--- src/rtl/vpu_pkg.sv ---
// Shared VPU types: host request instruction, dispatcher queue entry,
// stream-ID pool sizing and a lowest-free-ID priority encoder.
package vpu_pkg;

  localparam int STREAM_ID_WIDTH = 2;
  localparam int NUM_ID = 2 ** STREAM_ID_WIDTH;
  localparam int VPU_TAG_W = 8;

  typedef struct packed {
    logic [7:0]  opcode;
    logic [5:0]  dst0;
    logic [5:0]  src0;
    logic [5:0]  src1;
    logic [5:0]  src2;
    logic [15:0] imm;
  } vpu_h2d_req_instr_t;

  typedef struct packed {
    vpu_h2d_req_instr_t     instr;
    logic [VPU_TAG_W-1:0]   tag;
  } vpu_cmd_entry_t;

  function automatic logic [STREAM_ID_WIDTH-1:0] lowest_zero(
    input logic [NUM_ID-1:0] v
  );
    logic [STREAM_ID_WIDTH-1:0] r;
    r = '0;
    for (int i = NUM_ID - 1; i >= 0; i--) begin
      if (!v[i]) r = STREAM_ID_WIDTH'(i);
    end
    return r;
  endfunction

endpackage

--- src/rtl/vpu_cmd_fifo.sv ---
// Synchronous instruction FIFO with occupancy count.
// A push while full is ignored even if a pop happens that cycle.
module vpu_cmd_fifo
  import vpu_pkg::*;
#(
  parameter int DEPTH = 4
) (
  input  logic                   clk,
  input  logic                   rst_n,
  input  logic                   push_i,
  input  vpu_cmd_entry_t         data_i,
  input  logic                   pop_i,
  output vpu_cmd_entry_t         data_o,
  output logic [$clog2(DEPTH):0] cnt_o,
  output logic                   full_o
);

  localparam int PW = $clog2(DEPTH);

  vpu_cmd_entry_t mem_q [DEPTH];
  logic [PW-1:0]  wr_q;
  logic [PW-1:0]  rd_q;
  logic [PW:0]    cnt_q;
  logic           do_push;
  logic           do_pop;

  assign full_o  = (cnt_q == (PW+1)'(DEPTH));
  assign do_push = push_i & ~full_o;
  assign do_pop  = pop_i & (cnt_q != '0);
  assign data_o  = mem_q[rd_q];
  assign cnt_o   = cnt_q;

  always_ff @(posedge clk) begin
    if (!rst_n) begin
      wr_q  <= '0;
      rd_q  <= '0;
      cnt_q <= '0;
    end else begin
      if (do_push) wr_q <= wr_q + PW'(1);
      if (do_pop)  rd_q <= rd_q + PW'(1);
      cnt_q <= cnt_q + (PW+1)'(do_push) - (PW+1)'(do_pop);
    end
  end

  always_ff @(posedge clk) begin
    if (do_push) mem_q[wr_q] <= data_i;
  end

endmodule

--- src/rtl/vpu_cmd_dispatcher.sv ---
// Host-side dispatcher: queues instructions, hands each a free stream ID
// at issue and turns VPU responses back into host-tagged completions.
module vpu_cmd_dispatcher
  import vpu_pkg::*;
#(
  parameter int FIFO_DEPTH = 4,
  parameter int TAG_WIDTH  = VPU_TAG_W
) (
  input  logic                                clk,
  input  logic                                rst_n,
  input  logic                                cmd_valid_i,
  output logic                                cmd_ready_o,
  input  logic [$bits(vpu_h2d_req_instr_t)-1:0] cmd_instr_i,
  input  logic [TAG_WIDTH-1:0]                cmd_tag_i,
  output logic                                vpu_valid_o,
  input  logic                                vpu_ready_i,
  output logic [$bits(vpu_h2d_req_instr_t)-1:0] vpu_instr_o,
  output logic [STREAM_ID_WIDTH-1:0]          vpu_stream_id_o,
  input  logic                                rsp_valid_i,
  input  logic [STREAM_ID_WIDTH-1:0]          rsp_stream_id_i,
  output logic                                rsp_ready_o,
  output logic                                cpl_valid_o,
  output logic [TAG_WIDTH-1:0]                cpl_tag_o,
  input  logic                                cpl_ready_i,
  output logic [STREAM_ID_WIDTH:0]            inflight_cnt_o,
  output logic                                idle_o,
  output logic                                err_rsp_o
);

  localparam int CW = $clog2(FIFO_DEPTH) + 1;
  localparam int IW = STREAM_ID_WIDTH + 1;

  vpu_cmd_entry_t push_data;
  vpu_cmd_entry_t head;
  logic [CW-1:0]  fifo_cnt;
  logic           fifo_full;
  logic           fifo_empty;

  logic [NUM_ID-1:0]          busy_q;
  logic [NUM_ID-1:0]          busy_d;
  logic [TAG_WIDTH-1:0]       tag_tbl_q [NUM_ID];
  logic                       cpl_valid_q;
  logic                       cpl_valid_d;
  logic [TAG_WIDTH-1:0]       cpl_tag_q;
  logic [TAG_WIDTH-1:0]       cpl_tag_d;
  logic [IW-1:0]              inflight_q;
  logic [IW-1:0]              inflight_d;
  logic                       err_q;
  logic                       err_d;

  logic [STREAM_ID_WIDTH-1:0] alloc_id;
  logic                       any_free;
  logic                       push;
  logic                       issue;
  logic                       rsp_hs;
  logic                       rsp_hit;

  assign push_data.instr = cmd_instr_i;
  assign push_data.tag   = cmd_tag_i;

  vpu_cmd_fifo #(
    .DEPTH (FIFO_DEPTH)
  ) u_fifo (
    .clk    (clk),
    .rst_n  (rst_n),
    .push_i (push),
    .data_i (push_data),
    .pop_i  (issue),
    .data_o (head),
    .cnt_o  (fifo_cnt),
    .full_o (fifo_full)
  );

  assign fifo_empty = (fifo_cnt == '0);

  // alloc_id only ever moves down while a request waits, so the VPU
  // always sees a currently-free ID at the handshake.
  assign any_free = ~&busy_q;
  assign alloc_id = lowest_zero(busy_q);

  assign cmd_ready_o     = rst_n & ~fifo_full;
  assign vpu_valid_o     = rst_n & ~fifo_empty & any_free;
  assign vpu_instr_o     = head.instr;
  assign vpu_stream_id_o = alloc_id;
  assign rsp_ready_o     = rst_n & (~cpl_valid_q | cpl_ready_i);

  assign push    = cmd_valid_i & cmd_ready_o;
  assign issue   = vpu_valid_o & vpu_ready_i;
  assign rsp_hs  = rsp_valid_i & rsp_ready_o;
  assign rsp_hit = rsp_hs & busy_q[rsp_stream_id_i];

  always_comb begin
    busy_d      = busy_q;
    cpl_valid_d = cpl_valid_q;
    cpl_tag_d   = cpl_tag_q;
    err_d       = err_q;
    if (cpl_valid_q && cpl_ready_i) cpl_valid_d = 1'b0;
    if (rsp_hit) begin
      busy_d[rsp_stream_id_i] = 1'b0;
      cpl_valid_d             = 1'b1;
      cpl_tag_d               = tag_tbl_q[rsp_stream_id_i];
    end
    if (rsp_hs && !rsp_hit) err_d = 1'b1;
    if (issue) busy_d[alloc_id] = 1'b1;
    inflight_d = inflight_q + IW'(issue) - IW'(rsp_hit);
  end

  always_ff @(posedge clk) begin
    if (!rst_n) begin
      busy_q      <= '0;
      cpl_valid_q <= 1'b0;
      cpl_tag_q   <= '0;
      inflight_q  <= '0;
      err_q       <= 1'b0;
    end else begin
      busy_q      <= busy_d;
      cpl_valid_q <= cpl_valid_d;
      cpl_tag_q   <= cpl_tag_d;
      inflight_q  <= inflight_d;
      err_q       <= err_d;
    end
  end

  always_ff @(posedge clk) begin
    if (issue) tag_tbl_q[alloc_id] <= head.tag;
  end

  assign cpl_valid_o    = cpl_valid_q;
  assign cpl_tag_o      = cpl_tag_q;
  assign inflight_cnt_o = inflight_q;
  assign err_rsp_o      = err_q;
  assign idle_o         = fifo_empty & (busy_q == '0) & ~cpl_valid_q;

endmodule
--- config.mk ---
export PLATFORM = sky130hd
export DESIGN_NAME = vpu_cmd_dispatcher
export DESIGN_NICKNAME = d
export VERILOG_FILES = /design/src/rtl/vpu_pkg.sv /design/src/rtl/vpu_cmd_fifo.sv /design/src/rtl/vpu_cmd_dispatcher.sv
export SDC_FILE = /design/constraint.sdc
export NUM_CORES = 1
export LEC_CHECK = 0
export ABC_AREA = 1
export CORE_MARGIN = 2
export CORE_UTILIZATION = 35
export DETAILED_ROUTE_END_ITERATION = 8
export MAX_ROUTING_LAYER = met4
export PLACE_DENSITY = 0.62
export SLEW_MARGIN = 20
export SYNTH_ARGS = -nofsm -noshare
export SYNTH_HDL_FRONTEND = slang
export SYNTH_HIERARCHICAL = 1
export SYNTH_SLANG_ARGS = --single-unit
--- constraint.sdc ---
create_clock -name clk -period 5.6 [get_ports clk]
set_input_delay 1.12 -clock clk [delete_from_list [all_inputs] [get_ports clk]]
set_output_delay 1.12 -clock clk [all_outputs]
set_load 0.01 [all_outputs]
==> results of run 1 <==
final cells by class:
class                      instances  area [um2]
inverter                          47       181.4
sequential                       282        8213
clock buffer                      38       780.7
fill                            2799       17630
clock inverter                    18       198.9
multi-input combinational        447        2524
timing repair buffer             141        1434
tap                              402       503.0
antenna                            3       7.507
cells in the final DEF (no fill, tap or decap), types with 3 or more instances in the layout:
master | netlist | layout
o21ai_2 | 4 | 4
inv_2 | 4 | 3
edfxtp_1 | 256 | 256
bufinv_16 | 0 | 3
buf_4 | 2 | 7
o22ai_1 | 36 | 36
nand3_1 | 15 | 15
a21oi_1 | 17 | 17
clkdlybuf4s50_1 | 0 | 130
clkinv_2 | 0 | 6
nand4_1 | 6 | 6
clkinv_1 | 2 | 6
o22ai_2 | 20 | 20
nand2_1 | 77 | 77
diode_2 | 0 | 3
ha_1 | 8 | 8
clkbuf_16 | 0 | 30
clkbuf_1 | 15 | 8
inv_1 | 40 | 40
buf_12 | 3 | 4
nor2_4 | 21 | 25
o21ai_1 | 26 | 26
nor2_1 | 110 | 106
clkinv_4 | 0 | 3
dfxtp_1 | 26 | 24
nor2_2 | 8 | 8
o21ai_0 | 84 | 84
worst reg2reg max path, cell delays in order (launching register included):
cell and delay, ps:
dfxtp_1 430, nor2_1 110, nand2_1 170, inv_1 100, nor3b_1 490, nand2_1 400, nor2_4 600, buf_4 420
registers in the layout, summed over array words and instances, names as in the netlist, named ones only:
register	cells
busy_q	4
cpl_tag_o	8
cpl_valid_o	1
err_rsp_o	1
inflight_cnt_o	3
tag_tbl_q	32
u_fifo/cnt_o	3
u_fifo/mem_q	224
u_fifo/rd_q	2
u_fifo/wr_q	2
through the flow:
stage | util (%) | power [mW] | instances
after floorplan | - | 3.035 | 816
after global placement | 40.83 | 3.433 | 1319
after detailed placement | 40.84 | 3.439 | 1319
after CTS | 43.96 | 5.375 | 1375
after global routing | 43.97 | 5.536 | 1377
final | 43.98 | 5.314 | 1378
per-layer routing:
metal	GRT usage, %	vias to the layer above	part of all wire, %
met5	-	-	0
met4	3.355	0	2.1
met3	2.594	41	5.1
met2	22.54	156	47
met1	19.16	3151	45
li1	-	3226	-
cells by family (layout without fill, tap and decap cells):
kind of cell / count (synthesis) / count (layout) / share of synthesized area (%)
buffers and inverters: 87 / 244 / 4.146
XOR/XNOR: 1 / 1 / 0.07846
flip-flops: 282 / 282 / 73.52
other: 0 / 3 / 0
AND/OR/NAND/NOR: 244 / 244 / 10.40
AO/OA/AOI/OAI: 192 / 192 / 10.60
adder cells (fa/ha/maj): 10 / 10 / 1.255
power breakdown:
group          switching (mW)  internal [mW]  total (mW)  leakage [nW]
combinational           0.478          0.363       0.841          1.67
clock                   0.796           1.13        1.93         0.475
sequential             0.0612           2.48        2.54          2.53
final timing paths:
| check | from | end | cells past startpoint |
|---|---|---|---|
| worst max-delay path | register | vpu_instr_o[39] | 5 |
| worst min-delay path | err_rsp_o | err_rsp_o | 2 |
| worst max register to register | u_fifo/cnt_o[1] | u_fifo/mem_q[2][32] | 7 |
| worst min register to register | err_rsp_o | err_rsp_o | 2 |
==> results.cfg, run 1 <==
[floorplan]
boundaryPins = 131
core-area_um2 = 31470
die_height_um = 182.6
dieArea_um2 = 33340
initial_core_util_pct = 35.47
rows = 65
die_w_um = 182.6

[worst_setup_path]
critPathBufInv = 3
critPathArrivalTime_ps = 3170
crit_slowest_cell = inv_4
startpoint_type = register
cp_data_required_time_ps = 4480
crit_chain = inv_4, buf_4, o21ai_1, o22ai_1, clkdlybuf4s50_1
slowest_delay_ps = 760
cpLargestDelayFamily = buffers and inverters
cp_max_fo = 68
path_class = reg -> out
r2r_slack_ps = 2560
endpoint_kind = output port

[drt]
ant_nets = 0
drc = 0
drtIter0Drc = 472
dr.pass1.iters = 6
vias = 6574
viasPerCell = 4.771
avgRoutedWirePerCell_um = 16.79
totalWireLength_mm = 23.14

[yosys]
synth_enable_flop_cells = 256
yosysWarnings = 6
ys_seq_elements = 282
synth_top_area_share_pct = 68.86
synth_seq_area_share_pct = 73.52
synth_area_leader_cell = edfxtp_1
yosysMostFrequentCell = edfxtp_1
synth_area_um2 = 11160
syn-num-nets = 890
async_flop_share_pct = 0
synth-main-ff-cell = edfxtp_1
synthTopCellsByArea = edfxtp_1 69%, dfxtp_1 4.7%, o21ai_0 3.8%, nor2_1 3.7%, nand2_1 2.6%
synth.top_cells.by_count = 256 x edfxtp_1, 110 x nor2_1, 84 x o21ai_0
avgSynthCellArea_um2 = 13.68
synthCells = 816
synth_cell_type_count = 38

[power]
leakagePower_nw = 4.674
p_per_area_nw_per_um2 = 383.9
vdd_drop_max_mv = 0.2333

[grt]
grt_usage_pct = 14.23
grt_pass1_vias = 6389
overflow = 0
grt_pass1_wl_mm = 35.87
antenna_found_initial = 2
grt_max_degree = 69

[clocking]
postCtsHoldBufs = 0
clk_latency_ps = 560
clk_transition_reported_paths_ps = 60
clk_path_buf_depth = 3
cts_setup_buffers = 0
cts-resized-gates = 0
htreeDepth = 1
clock_sinks = 282
numCtsBuffers = 30
cts_tree = yes
root_buffer = clkbuf_16

[sta]
setup-tns-final_ps = 0
setup_violations = 0
period_minus_slack_ps = 4293
max_freq_mhz = 232.9
fin_skew_ps = 16.48
tightest_slew_ps = 932.1
slew_violations = 0
hold_ws_ps = 446.9
hold_viol = 0
fin_crit_sh_pct = 76.67
timing.final.ws_setup_ps = 1307
rsz0062_at_grt = no
slew_headroom_pct = 37.86

[job]
cap_viol_max_count = 0

[status]
status = finished clean

[finish]
nets = 1023
fin_area_um2 = 13840
drive_gt1_share_pct = 12.74
area_delta_synth_final_pct = 23.98

[place]
io_buffers = 130
finalWeightedCongestion = 0.7766
placed_area_um2 = 12850
post-place-ws_ps = 1123
dp_hpwl_mm = 13.53

[hold_path]
hp-class = reg -> reg
(Power assumes the default switching activity.)
==> run 2: changes to the inputs <==
- PLACE_DENSITY: 0.62 -> 0.64
- clock period: 5.6 -> 3.6 ns (I/O delays scaled with it)
==> results.cfg, run 2 (same netlist as run 1, synthesis figures left out) <==
[clocking]
htreeDepth = 1
clk_path_buf_depth = 3
root_buffer = clkbuf_16
numCtsBuffers = 29
clk_latency_ps = 550
clock_sinks = 282
cts-resized-gates = 0
clk_transition_reported_paths_ps = 60
postCtsHoldBufs = 0
cts_tree = yes
cts_setup_buffers = 0

[power]
p_per_area_nw_per_um2 = 584.4
vdd_drop_max_mv = 0.3941
leakagePower_nw = 4.695

[floorplan]
die_height_um = 182.6
dieArea_um2 = 33340
die_w_um = 182.6
core-area_um2 = 31470
rows = 65
initial_core_util_pct = 35.47
boundaryPins = 131

[worst_setup_path]
crit_slowest_cell = clkdlybuf4s50_1
r2r_slack_ps = 1170
cp_data_required_time_ps = 2880
timing.rr.end = u_fifo/cnt_o[2]
startpoint_type = register
worstReg2RegStart = u_fifo/cnt_o[1]
reg2regPathDepth = 13
critPathBufInv = 2
crit_chain = buf_4, o21ai_0, o22ai_1, clkdlybuf4s50_1
cpLargestDelayFamily = buffers and inverters
slowest_delay_ps = 600
endpoint_kind = output port
path_class = reg -> out
critPathArrivalTime_ps = 2530
cp_max_fo = 56

[grt]
antenna_found_initial = 1
grt_usage_pct = 14.10
grt_pass1_wl_mm = 35.65
overflow = 0
grt_pass1_vias = 6337
grt_max_degree = 113

[hold_path]
hp-class = reg -> reg
hp-start = err_rsp_o
holdPathStages = 2
hold-path-endpoint = err_rsp_o

[sta]
slew_violations = 0
hold_viol = 0
fin_crit_sh_pct = 90.18
timing.final.ws_setup_ps = 353.6
max_freq_mhz = 308.0
hold_ws_ps = 446.1
rsz0062_at_grt = no
fin_skew_ps = 20.31
tightest_slew_ps = 640.7
slew_headroom_pct = 57.29
setup_violations = 0
period_minus_slack_ps = 3246

[finish]
final_cells = 1382
largest_register_ffs = 224
drive_gt1_share_pct = 13.18
nets = 1032
max_flop_register = u_fifo/mem_q
layout_common_cells = 256 x edfxtp_1, 130 x clkdlybuf4s50_1, 106 x nor2_1
area_delta_synth_final_pct = 24.07
final_common_cell = edfxtp_1
fillers = 2813
utilization_pct = 44.01
fin_area_um2 = 13850

[drt]
drtIter0Drc = 295
totalWireLength_mm = 23.13
avgRoutedWirePerCell_um = 16.73
viasPerCell = 4.769
ant_nets = 0
drc = 0
vias = 6591
dr.pass1.iters = 4

[place]
post-place-ws_ps = 221.5
io_buffers = 130
placed_area_um2 = 12950
finalWeightedCongestion = 0.8061
dp_cells = 1329
dp_hpwl_mm = 13.78

[status]
status = finished clean

[job]
cap_viol_max_count = 0
run 2: cell count changes in the layout (fill, tap and decap cells not counted), sizes merged:
cell | previous run | this run
diode | 3 | 1
inv | 45 | 47
bufinv | 3 | 1
clkbuf | 38 | 42
clkinv | 16 | 8
buf | 11 | 21
run 2: how the worst max path moves through the flow:
| stage | end | slack [ps] | depth (start not counted) |
|---|---|---|---|
| finish | vpu_instr_o[23] | 350 | 4 |
| CTS | vpu_instr_o[9] | 310 | 5 |
| detailed placement | inflight_cnt_o[2] | 220 | 13 |
| floorplan | u_fifo/mem_q[0][0] | -590 | 4 |
| global placement | inflight_cnt_o[2] | 280 | 13 |
| global route | vpu_instr_o[20] | 180 | 4 |
run 2: per-layer routing:
| layer | GRT usage, % | up-vias | routed length (um) |
|---|---|---|---|
| met4 | 2.419 | 0 | 273 |
| li1 | - | 3241 | - |
| met2 | 23.21 | 139 | 11300 |
| met1 | 18.41 | 3190 | 10440 |
| met3 | 2.854 | 21 | 1117 |
| met5 | - | - | 0 |
run 2: tightest hold or removal path: stages (launching register included):
cell and delay (ps):
dfxtp_1 310, inv_1 40, a21oi_1 50
run 2: layout make-up:
class                      instances  area (um2)  area share (%)
sequential                       282        8213           59.29
multi-input combinational        447        2524           18.22
timing repair buffer             151        1534           11.07
clock buffer                      42       805.8           5.817
tap                              402       503.0           3.631
inverter                          47       178.9           1.292
clock inverter                    10       91.34          0.6594
antenna                            1       2.502         0.01807
run 2: power by group:
part           switching [mW]  leakage, nW  internal (mW)
clock                    1.18        0.437           1.63
combinational           0.764         1.73          0.583
sequential             0.0749         2.53           3.86
run 2: stage by stage:
step                      power (mW)  TNS [ps]
after floorplan                4.721   -131530
after global placement         5.354         0
after detailed placement       5.369         0
after CTS                      8.200         0
after global routing           8.468         0
final                          8.095         0
==> run 3: changes to the inputs <==
- CTS_BUF_LIST: not set -> sky130_fd_sc_hd__clkbuf_4 sky130_fd_sc_hd__clkbuf_8
- PLACE_DENSITY: 0.64 -> not set
==> results.cfg, run 3 (same netlist as run 1, synthesis figures left out) <==
[status]
status = finished clean

[clocking]
postCtsHoldBufs = 0
root_buffer = clkbuf_8
htreeDepth = 2
cts-resized-gates = 0
clk_path_buf_depth = 3
clock_sinks = 282
clk_transition_reported_paths_ps = 50
clk_latency_ps = 550
numCtsBuffers = 49
cts_setup_buffers = 0
cts_tree = yes

[finish]
largest_register_ffs = 224
nets = 1053
fillers = 2804
drive_gt1_share_pct = 16.52
final_common_cell = edfxtp_1
max_flop_register = u_fifo/mem_q
layout_common_cells = 256 x edfxtp_1, 130 x clkdlybuf4s50_1, 106 x nor2_1
area_delta_synth_final_pct = 25.01
fin_area_um2 = 13960

[grt]
gr-usage-met1_pct = 17.95
grt.busiest_layer = met2
antenna_found_initial = 1
overflow = 0
grt_pass1_wl_mm = 36.37
grt_max_degree = 113
grt_pass1_vias = 6596
use_met2_pct = 23.80
grt_usage_pct = 14.52
use_met3_pct = 3.393

[place]
dp_hpwl_mm = 13.58
finalWeightedCongestion = 0.8039
io_buffers = 130
placed_area_um2 = 12970

[sta]
slew_headroom_pct = 57.47
max_freq_mhz = 303.1
hold_ws_ps = 447.0
setup_violations = 0
slew_violations = 0
tightest_slew_ps = 638.0
setup-tns-final_ps = 0
period_minus_slack_ps = 3299
hold_viol = 0
fin_skew_ps = 24.39
fin_crit_sh_pct = 91.64
rsz0062_at_grt = no

[drt]
ant_nets = 0
avgRoutedWirePerCell_um = 16.48
vias = 6733
drc = 0
drtIter0Drc = 292
totalWireLength_mm = 23.42
dr.pass1.iters = 4
viasPerCell = 4.738

[power]
leakagePower_nw = 4.781
p_per_area_nw_per_um2 = 583.0
power.total_mw = 8.137
vdd_drop_max_mv = 0.3261

[worst_setup_path]
path_class = reg -> out
endpoint_kind = output port
cp_max_fo = 44
cp_data_required_time_ps = 2880
startpoint_type = register
critPathArrivalTime_ps = 2580

[floorplan]
rows = 65
core-area_um2 = 31470
dieArea_um2 = 33340
initial_core_util_pct = 35.47
die_w_um = 182.6
boundaryPins = 131
die_height_um = 182.6

[hold_path]
hp-class = reg -> reg

[job]
cap_viol_max_count = 0
==> run 3: final timing paths <==
check,startpoint,to,slack (ps),depth (start not counted)
worst max register to register,u_fifo/cnt_o[1],u_fifo/cnt_o[2],960,12
worst min-delay path,err_rsp_o,err_rsp_o,450,2
worst max-delay path,register,vpu_instr_o[4],300,5
worst min register to register,err_rsp_o,err_rsp_o,450,2
==> run 3: power by group <==
group	internal (mW)	leakage [nW]	total (mW)	switching, mW
sequential	3.87	2.53	3.94	0.0732
combinational	0.581	1.73	1.34	0.758
clock	1.63	0.517	2.86	1.23
==> run 3: critical path, cell delays in order, from the launching register on <==
cell and delay [ps]:
dfxtp_4 360, inv_4 450, buf_4 330, o21ai_0 130
o22ai_2 170, clkdlybuf4s50_1 570
==> run 3: stage by stage <==
stage / utilization (%) / setup WS, ps / instances
6_report: 44.35 / 301.0 / 1421
3_3_place_gp: 41.22 / 231.4 / 1330
3_5_place_dp: 41.22 / 187.3 / 1330
2_1_floorplan: - / -587.2 / 816
5_1_grt: 44.34 / 150.4 / 1420
4_1_cts: 44.33 / 252.2 / 1419
==> run 3: area by class of cell <==
type                       count  area [um2]  area share [%]
clock inverter                20       148.9           1.067
clock buffer                  69       830.8           5.953
inverter                      47       178.9           1.282
tap                          402       503.0           3.604
timing repair buffer         152        1554           11.13
sequential                   282        8213           58.84
multi-input combinational    447        2524           18.08
antenna                        2       5.005         0.03586
==> run 3: layer usage <==
layer	share of wire [%]	up-vias
li1	-	3286
met1	44	3251
met2	49	154
met3	5.1	42
met4	1.8	0
met5	0	-
